File: src/rtl/nibble_add_sequencer.sv
// Sequences a shared external 4-bit adder over NIBBLES slices, LSB nibble first,
// chaining the carry through a register and reporting carry-out and signed overflow.
module nibble_add_sequencer #(
  parameter int NIBBLES = 4,
  localparam int W = 4 * NIBBLES
) (
  input  logic         clk,
  input  logic         rst,
  input  logic         start,
  input  logic [W-1:0] a,
  input  logic [W-1:0] b,
  input  logic         cin,
  output logic         busy,
  output logic         done,
  output logic [W-1:0] sum,
  output logic         cout,
  output logic         ovf,
  output logic [3:0]   add_x,
  output logic [3:0]   add_y,
  output logic         add_cin,
  input  logic [3:0]   add_z,
  input  logic         add_cout
);

  localparam int IW = (NIBBLES > 1) ? $clog2(NIBBLES) : 1;
  localparam logic [IW-1:0] LAST_IDX = IW'(NIBBLES - 1);

  typedef enum logic [1:0] {
    S_IDLE,
    S_RUN,
    S_DONE
  } state_t;

  state_t          state_reg, state_next;
  logic [IW-1:0]   idx_reg, idx_next;
  logic [W-1:0]    a_reg, b_reg;
  logic            carry_reg;
  logic            busy_reg, done_reg;
  logic            cout_reg, ovf_reg;
  logic [3:0]      a_nib, b_nib;
  logic            ovf_next;

  // Select the operand nibbles addressed by idx; idx never exceeds LAST_IDX.
  always_comb begin
    a_nib = '0;
    b_nib = '0;
    for (int i = 0; i < NIBBLES; i++) begin
      if (idx_reg == IW'(i)) begin
        a_nib = a_reg[i*4 +: 4];
        b_nib = b_reg[i*4 +: 4];
      end
    end
  end

  // Only meaningful on the MSB nibble; earlier RUN cycles are overwritten.
  assign ovf_next = (a_reg[W-1] == b_reg[W-1]) && (add_z[3] != a_reg[W-1]);

  always_comb begin
    state_next = state_reg;
    idx_next   = idx_reg;
    add_x      = 4'h0;
    add_y      = 4'h0;
    add_cin    = 1'b0;
    case (state_reg)
      S_IDLE: begin
        if (start) begin
          state_next = S_RUN;
          idx_next   = '0;
        end
      end
      S_RUN: begin
        add_x   = a_nib;
        add_y   = b_nib;
        add_cin = carry_reg;
        if (idx_reg == LAST_IDX) begin
          state_next = S_DONE;
          idx_next   = '0;
        end else begin
          idx_next = idx_reg + 1'b1;
        end
      end
      S_DONE: begin
        state_next = S_IDLE;
      end
      default: begin
        state_next = S_IDLE;
        idx_next   = '0;
      end
    endcase
  end

  always_ff @(posedge clk) begin
    if (rst) begin
      state_reg <= S_IDLE;
      idx_reg   <= '0;
      a_reg     <= '0;
      b_reg     <= '0;
      carry_reg <= 1'b0;
      busy_reg  <= 1'b0;
      done_reg  <= 1'b0;
      cout_reg  <= 1'b0;
      ovf_reg   <= 1'b0;
    end else begin
      state_reg <= state_next;
      idx_reg   <= idx_next;
      busy_reg  <= (state_next == S_RUN);
      done_reg  <= (state_next == S_DONE);
      if (state_reg == S_IDLE && start) begin
        a_reg     <= a;
        b_reg     <= b;
        carry_reg <= cin;
      end
      if (state_reg == S_RUN) begin
        carry_reg <= add_cout;
        cout_reg  <= add_cout;
        ovf_reg   <= ovf_next;
      end
    end
  end

  // One result register per nibble, written only in the RUN cycle that owns it.
  generate
    for (genvar gi = 0; gi < NIBBLES; gi++) begin : g_sum
      logic [3:0] sum_nib_reg;
      always_ff @(posedge clk) begin
        if (rst) begin
          sum_nib_reg <= 4'h0;
        end else if (state_reg == S_RUN && idx_reg == IW'(gi)) begin
          sum_nib_reg <= add_z;
        end
      end
      assign sum[gi*4 +: 4] = sum_nib_reg;
    end
  endgenerate

  assign busy = busy_reg;
  assign done = done_reg;
  assign cout = cout_reg;
  assign ovf  = ovf_reg;

endmodule
File: config.mk
export PLATFORM = sky130hd
export DESIGN_NAME = nibble_add_sequencer
export DESIGN_NICKNAME = d
export VERILOG_FILES = /design/src/rtl/nibble_add_sequencer.sv
export SDC_FILE = /design/constraint.sdc
export NUM_CORES = 1
export LEC_CHECK = 0
export ABC_AREA = 1
export CORE_MARGIN = 2
export CORE_UTILIZATION = 25
export CTS_CLUSTER_SIZE = 8
export DETAILED_ROUTE_END_ITERATION = 6
export GPL_TIMING_DRIVEN = 0
export PLACE_DENSITY = 0.53
export SLEW_MARGIN = 20
export SYNTH_ARGS = -nofsm -noshare
export SYNTH_HDL_FRONTEND = slang
export SYNTH_SLANG_ARGS = --single-unit
File: constraint.sdc
create_clock -name clk -period 1.44 [get_ports clk]
set_input_delay 0.36 -clock clk [delete_from_list [all_inputs] [get_ports clk]]
set_output_delay 0.36 -clock clk [all_outputs]
set_load 0.03 [all_outputs]
==> impl_metrics.tcl, run 1 <==
set metrics [dict create \
    r2r_start "idx_reg[1]" \
    num-nets-final 479 \
    rows 35 \
    routedWlPerCell_um 13.2 \
    drt_first_pass_iters 4 \
    antenna_found_initial 0 \
    die_h_um 102 \
    clk_latency_ns 0.33 \
    required_ns 1.08 \
    yosysTopAreaCell "dfxtp_1" \
    yosysSeqAreaShare 0.476 \
    vias 2458 \
    finalCritPeriodShare 1.36 \
    place.gp.congestion 0.752 \
    io_buffer_count 68 \
    endpoint_kind "output port" \
    tightestPinTransition_ns 0.439 \
    yosysTopAreaCellShare 0.476 \
    crit_path_max_fanout 5 \
    grtUsageTotal 0.150 \
    synth_ff_type "dfxtp_1" \
    synthDistinctLibCells 19 \
    setup_viol 16 \
    fmax_mhz 510 \
    ys_top_cells_by_area "dfxtp_1, nor2_1, o21ai_0" \
    rsz0062_at_grt "yes" \
    first_global_vias 2501 \
    worstSetupStartpointType "flop" \
    syn-num-nets 385 \
    synth-edff-count 0 \
    p_total_uw 4080 \
    cts_buffers 9 \
    synth_common_cells "nor2_1, dfxtp_1, o21ai_0, nand2_1, a21oi_1" \
    synth_area_um2 2390 \
    dr.first_iter.drc_count 90 \
    grt_first_pass_wirelength_um 11900 \
    dp_slack_ns -0.987 \
    htreeDepth 3 \
    drive_above_1_share 0.317 \
    worstReg2RegEnd "state_reg[1]" \
    antenna_cells 0 \
    yosysMostFrequentCell "nor2_1" \
    syn-mean-instance-area_um2 7.04 \
    hold_viol 0 \
    holdBufCountCts 0 \
    ys_warn_count 0 \
    grt-ovfl-total 0 \
    rr_worst_depth 9 \
    worstSetupPathType "reg -> out" \
    start_util 0.258 \
    synthCells 340 \
    clockBufferDepth 2 \
    hp-class "in -> reg" \
    hold_depth 2 \
    cts_root_buffer "clkbuf_8" \
    clock-sinks 57 \
    worst_clock_skew_ns 0.00779 \
    slew_viol_final 0 \
    grt_max_degree 11 \
    worst_hold_slack_ns 0.231 \
    synth-async-reset-ratio 0 \
    via_per_inst 4.34 \
    finalWorstSetupSlack_ns -0.520 \
    violations "negative setup slack" \
    powerDensity_nw_per_um2 1020 \
    coreArea_um2 9280 \
    clk_pin_slew_worst_paths_ns 0.06 \
    arrival_ns 1.60 \
    ios 70 \
    status "finished, violations left" \
    max_slew_margin 0.707 \
    p_leak_uw 0.00166 \
    die_x_um 102 \
    hpwlAfterDp_um 5140 \
    ys_ff_latch 57 \
    vdd_ir_drop_max_mv 0.542 \
    area_growth_pct 67.9 \
    ant_nets 0 \
    min_from "rst" \
    die_area_um2 10400 \
    post-route-min-period_ns 1.96 \
    cts_tree "done" \
    drt-total-wl_um 7470 \
    min_to "state_reg[1]" \
    reg2reg_slack_ns -0.10 \
    max_cap_violations 0 \
    drcViolationCount 0 \
]
[cell usage in the layout (no fill, tap or decap), types with 11 or more instances in the layout]
| cell | synthesis | layout |
|---|---|---|
| clkbuf_8 | 0 | 11 |
| inv_1 | 17 | 11 |
| buf_6 | 1 | 14 |
| nand2_2 | 2 | 11 |
| nor2_2 | 2 | 14 |
| nor2_1 | 115 | 100 |
| nand2_1 | 36 | 17 |
| o21ai_0 | 50 | 44 |
| dfxtp_1 | 57 | 53 |
| clkbuf_2 | 3 | 13 |
| clkdlybuf4s50_1 | 0 | 39 |
| buf_4 | 4 | 11 |
[worst max-delay path, cell delays in order, from the launching register on]
cell	delay, ns
dfxtp_4	0.36
buf_12	0.13
ha_4	0.18
buf_12	0.15
inv_12	0.08
nand3_4	0.06
a21oi_4	0.16
buf_6	0.15
[kinds of logic after synthesis]
logic type,count (synthesis),share of synthesized area
buffers and inverters,39,0.0752
AOI/OAI and AO/OA,72,0.150
adders and majority gates,4,0.0209
and+or+nand+nor,168,0.277
DFF,57,0.476
[where the power goes]
part	internal (µW)	switching, µW
logic	380	460
clock network	879	618
registers	1680	66.2
[worst max-delay path by stage]
stage | start | endpoint | slack (ns) | cells past startpoint
global placement | idx_reg[0] | add_x[3] | -0.97 | 6
CTS | idx_reg[1] | add_x[2] | -0.54 | 9
floorplan | idx_reg[1] | add_x[0] | -0.03 | 7
global route | idx_reg[1] | add_x[3] | -0.58 | 9
finish | idx_reg[1] | add_y[3] | -0.52 | 7
detailed placement | idx_reg[0] | add_x[3] | -0.99 | 6
[cell type report]
| cell class | instances | area [µm²] |
|---|---|---|
| buffer | 16 | 134 |
| clock buffer | 12 | 155 |
| clock inverter | 3 | 40.0 |
| fill | 962 | 5260 |
| inverter | 23 | 130 |
| multi-input combinational | 244 | 1420 |
| sequential | 57 | 1150 |
| tap | 129 | 161 |
| timing repair buffer | 82 | 813 |
| timing repair inverter | 1 | 11.3 |
[routing by layer]
metal | routed length [µm] | up-vias | part of all wire | global-route usage
li1 | - | 1278 | - | -
met1 | 3400 | 1121 | 0.46 | 0.191
met2 | 3490 | 53 | 0.47 | 0.242
met3 | 506 | 6 | 0.068 | 0.0492
met4 | 67 | 0 | 0.0090 | 0.0492
met5 | 0 | - | 0 | 0
[what timing repair did]
item / CTS / global route
pin swaps: 20 / 12
buffers inserted: 8 / 4
endpoints found under the setup margin: 40 / 43
gates resized for setup: 153 / 41
gates cloned: 3 / 1
[stage by stage]
step,cells,util,setup TNS [ns],instance area [µm²]
detailed placement,537,0.370,-13.85,3440
global placement,537,0.370,-13.01,3440
global route,567,0.433,-5.90,4020
CTS,562,0.426,-4.30,3960
floorplan,340,-,-0.222,2600
finish,567,0.433,-4.63,4020
Power figures use the tool's default switching activity.
==> inputs of run 2 (changes only) <==
- CAP_MARGIN: unset -> 20
==> results of run 2 <==
Same layout as run 1: the final DEF is identical, and so are final timing and power.
==> inputs of run 3 (changes only) <==
- CTS_BUF_LIST: unset -> sky130_fd_sc_hd__clkbuf_8
- TNS_END_PERCENT: unset -> 10
==> run 3 against run 2 <==
The run still ends with negative setup slack left. Cell area fell by 1.8%. Via count is 0.90% lower. Sequential power is essentially flat. Total power rose by 2.2%. Cell count decreased by 0.88%. Combinational power down 2.6%. Sequential cell count stayed put. Routed wire length is 0.24% higher. Register-to-register slack improved by 0.12 ns. Worst hold slack gained 0.0034 ns. First-iteration DRC count shrank 27%. Global-route usage down 0.66 points. Largest power group unchanged.
==> impl_metrics.tcl, run 3 (same netlist as run 1, synthesis figures left out) <==
set metrics [dict create \
    grt-ovfl-total 0 \
    status "finished, violations left" \
    clock-sinks 57 \
    clk_latency_ns 0.33 \
    tightestPinTransition_ns 0.401 \
    via_per_inst 4.33 \
    layout_common_cells "nor2_1, dfxtp_1, o21ai_0, clkdlybuf4s50_1, nand2_1" \
    routedWlPerCell_um 13.3 \
    max_cap_violations 0 \
    die_area_um2 10400 \
    worst_hold_slack_ns 0.234 \
    io_buffer_count 68 \
    ios 70 \
    required_ns 1.08 \
    drt-total-wl_um 7480 \
    switching_share 0.276 \
    vdd_ir_drop_max_mv 0.459 \
    clockBufferDepth 2 \
    num-nets-final 474 \
    fill_cells 964 \
    cts_tree "done" \
    endpoint_kind "output port" \
    htreeDepth 3 \
    seq_area_um2 1150 \
    worstSetupPathType "reg -> out" \
    seqPwrFrac 0.420 \
    cellInternalPower_uw 3020 \
    antenna_found_initial 0 \
    powerDensity_nw_per_um2 1060 \
    rows 35 \
    hp-class "in -> reg" \
    p_leak_uw 0.00163 \
    p_sw_uw 1150 \
    grtUsageTotal 0.144 \
    grt_first_pass_wirelength_um 11300 \
    hpwlAfterDp_um 5170 \
    crit_path_max_fanout 5 \
    hold_viol 0 \
    worstSetupStartpointType "flop" \
    coreArea_um2 9280 \
    violations "negative setup slack" \
    max_slew_margin 0.732 \
    power_frac_clock 0.384 \
    finalCritPeriodShare 1.36 \
    rsz0062_at_grt "yes" \
    dp_cells 537 \
    drt_first_pass_iters 4 \
    setup_tns_ns -4.07 \
    grt_max_degree 11 \
    post-route-min-period_ns 1.95 \
    cts_buffers 9 \
    final_common_cell "nor2_1" \
    fmax_mhz 512 \
    cts_root_buffer "clkbuf_8" \
    setup_viol 9 \
    clk_pin_slew_worst_paths_ns 0.06 \
    worst_clock_skew_ns 0.00547 \
    place.gp.congestion 0.789 \
    first_global_vias 2371 \
    dr.first_iter.drc_count 66 \
    arrival_ns 1.59 \
    multi_input_area_um2 1410 \
    area_growth_pct 64.9 \
    start_util 0.258 \
    antenna_cells 0 \
    startpoint "idx_reg[0]" \
    min_from "rst" \
    die_x_um 102 \
    ant_nets 0 \
    drive_above_1_share 0.289 \
    finalWorstSetupSlack_ns -0.512 \
    instances_no_fill 562 \
    drcViolationCount 0 \
    p_comb_frac 0.196 \
    slew_viol_final 0 \
    vias 2436 \
    r2r_start "idx_reg[1]" \
    die_h_um 102 \
]
## run 3: per-layer routing
metal	global-route usage	vias up	routed length [µm]
met5	0	-	0
met4	0.0462	0	114
met3	0.0506	11	472
met2	0.232	57	3490
met1	0.180	1106	3410
li1	-	1262	-
## run 3: power by group through the flow
stage | logic, µW | registers [µW] | clock network [µW]
finish | 818 | 1750 | 1600
global route | 895 | 1770 | 1710
CTS | 747 | 1740 | 1640
detailed placement | 733 | 1780 | 0
global placement | 728 | 1780 | 0
floorplan | 412 | 1810 | 0
## run 3: final cells by class
| type | count | share of cell area |
|---|---|---|
| multi-input cells | 244 | 0.356 |
| flip-flops and latches | 57 | 0.292 |
| repair buffers | 76 | 0.186 |
| clock buffers | 13 | 0.0453 |
| well taps | 129 | 0.0409 |
| plain buffers | 16 | 0.0330 |
| inverters | 23 | 0.0323 |
| clock inverters | 2 | 0.00887 |
| repair inverters | 2 | 0.00570 |
## run 3: path summary, 6_finish.rpt
check | cells after the start | endpoint | slack [ns]
worst min-delay path | 2 | idx_reg[0] | 0.23
worst min register to register | 2 | cout | 0.47
worst max register to register | 9 | g_sum[1].sum_nib_reg[3] | 0.02
worst max-delay path | 9 | add_y[0] | -0.51
## run 3: metrics by stage
stage                      util  power, µW  area [µm²]  setup WS (ns)
after floorplan               -       2220        2600        -0.0348
after global placement    0.370       2500        3440         -0.961
after detailed placement  0.370       2510        3440         -0.980
after CTS                 0.403       4130        3740         -0.544
after global routing      0.425       4370        3950         -0.585
final                     0.425       4180        3950         -0.512
## run 3: worst max-delay path: stages (launching register included)
cell     delay, ns
dfxtp_4       0.41
inv_6         0.06
ha_4          0.17
buf_12        0.15
inv_12        0.07
nor2_2        0.03
nor2_1        0.10
nand2_2       0.08
nand2_4       0.06
buf_6         0.12
## run 3: timing repair
item,CTS,global route
hold buffers,0,0
pin swaps,3,17
setup endpoints to repair,36,37
buffers inserted,3,2
resized for setup,113,62
cloned,1,4
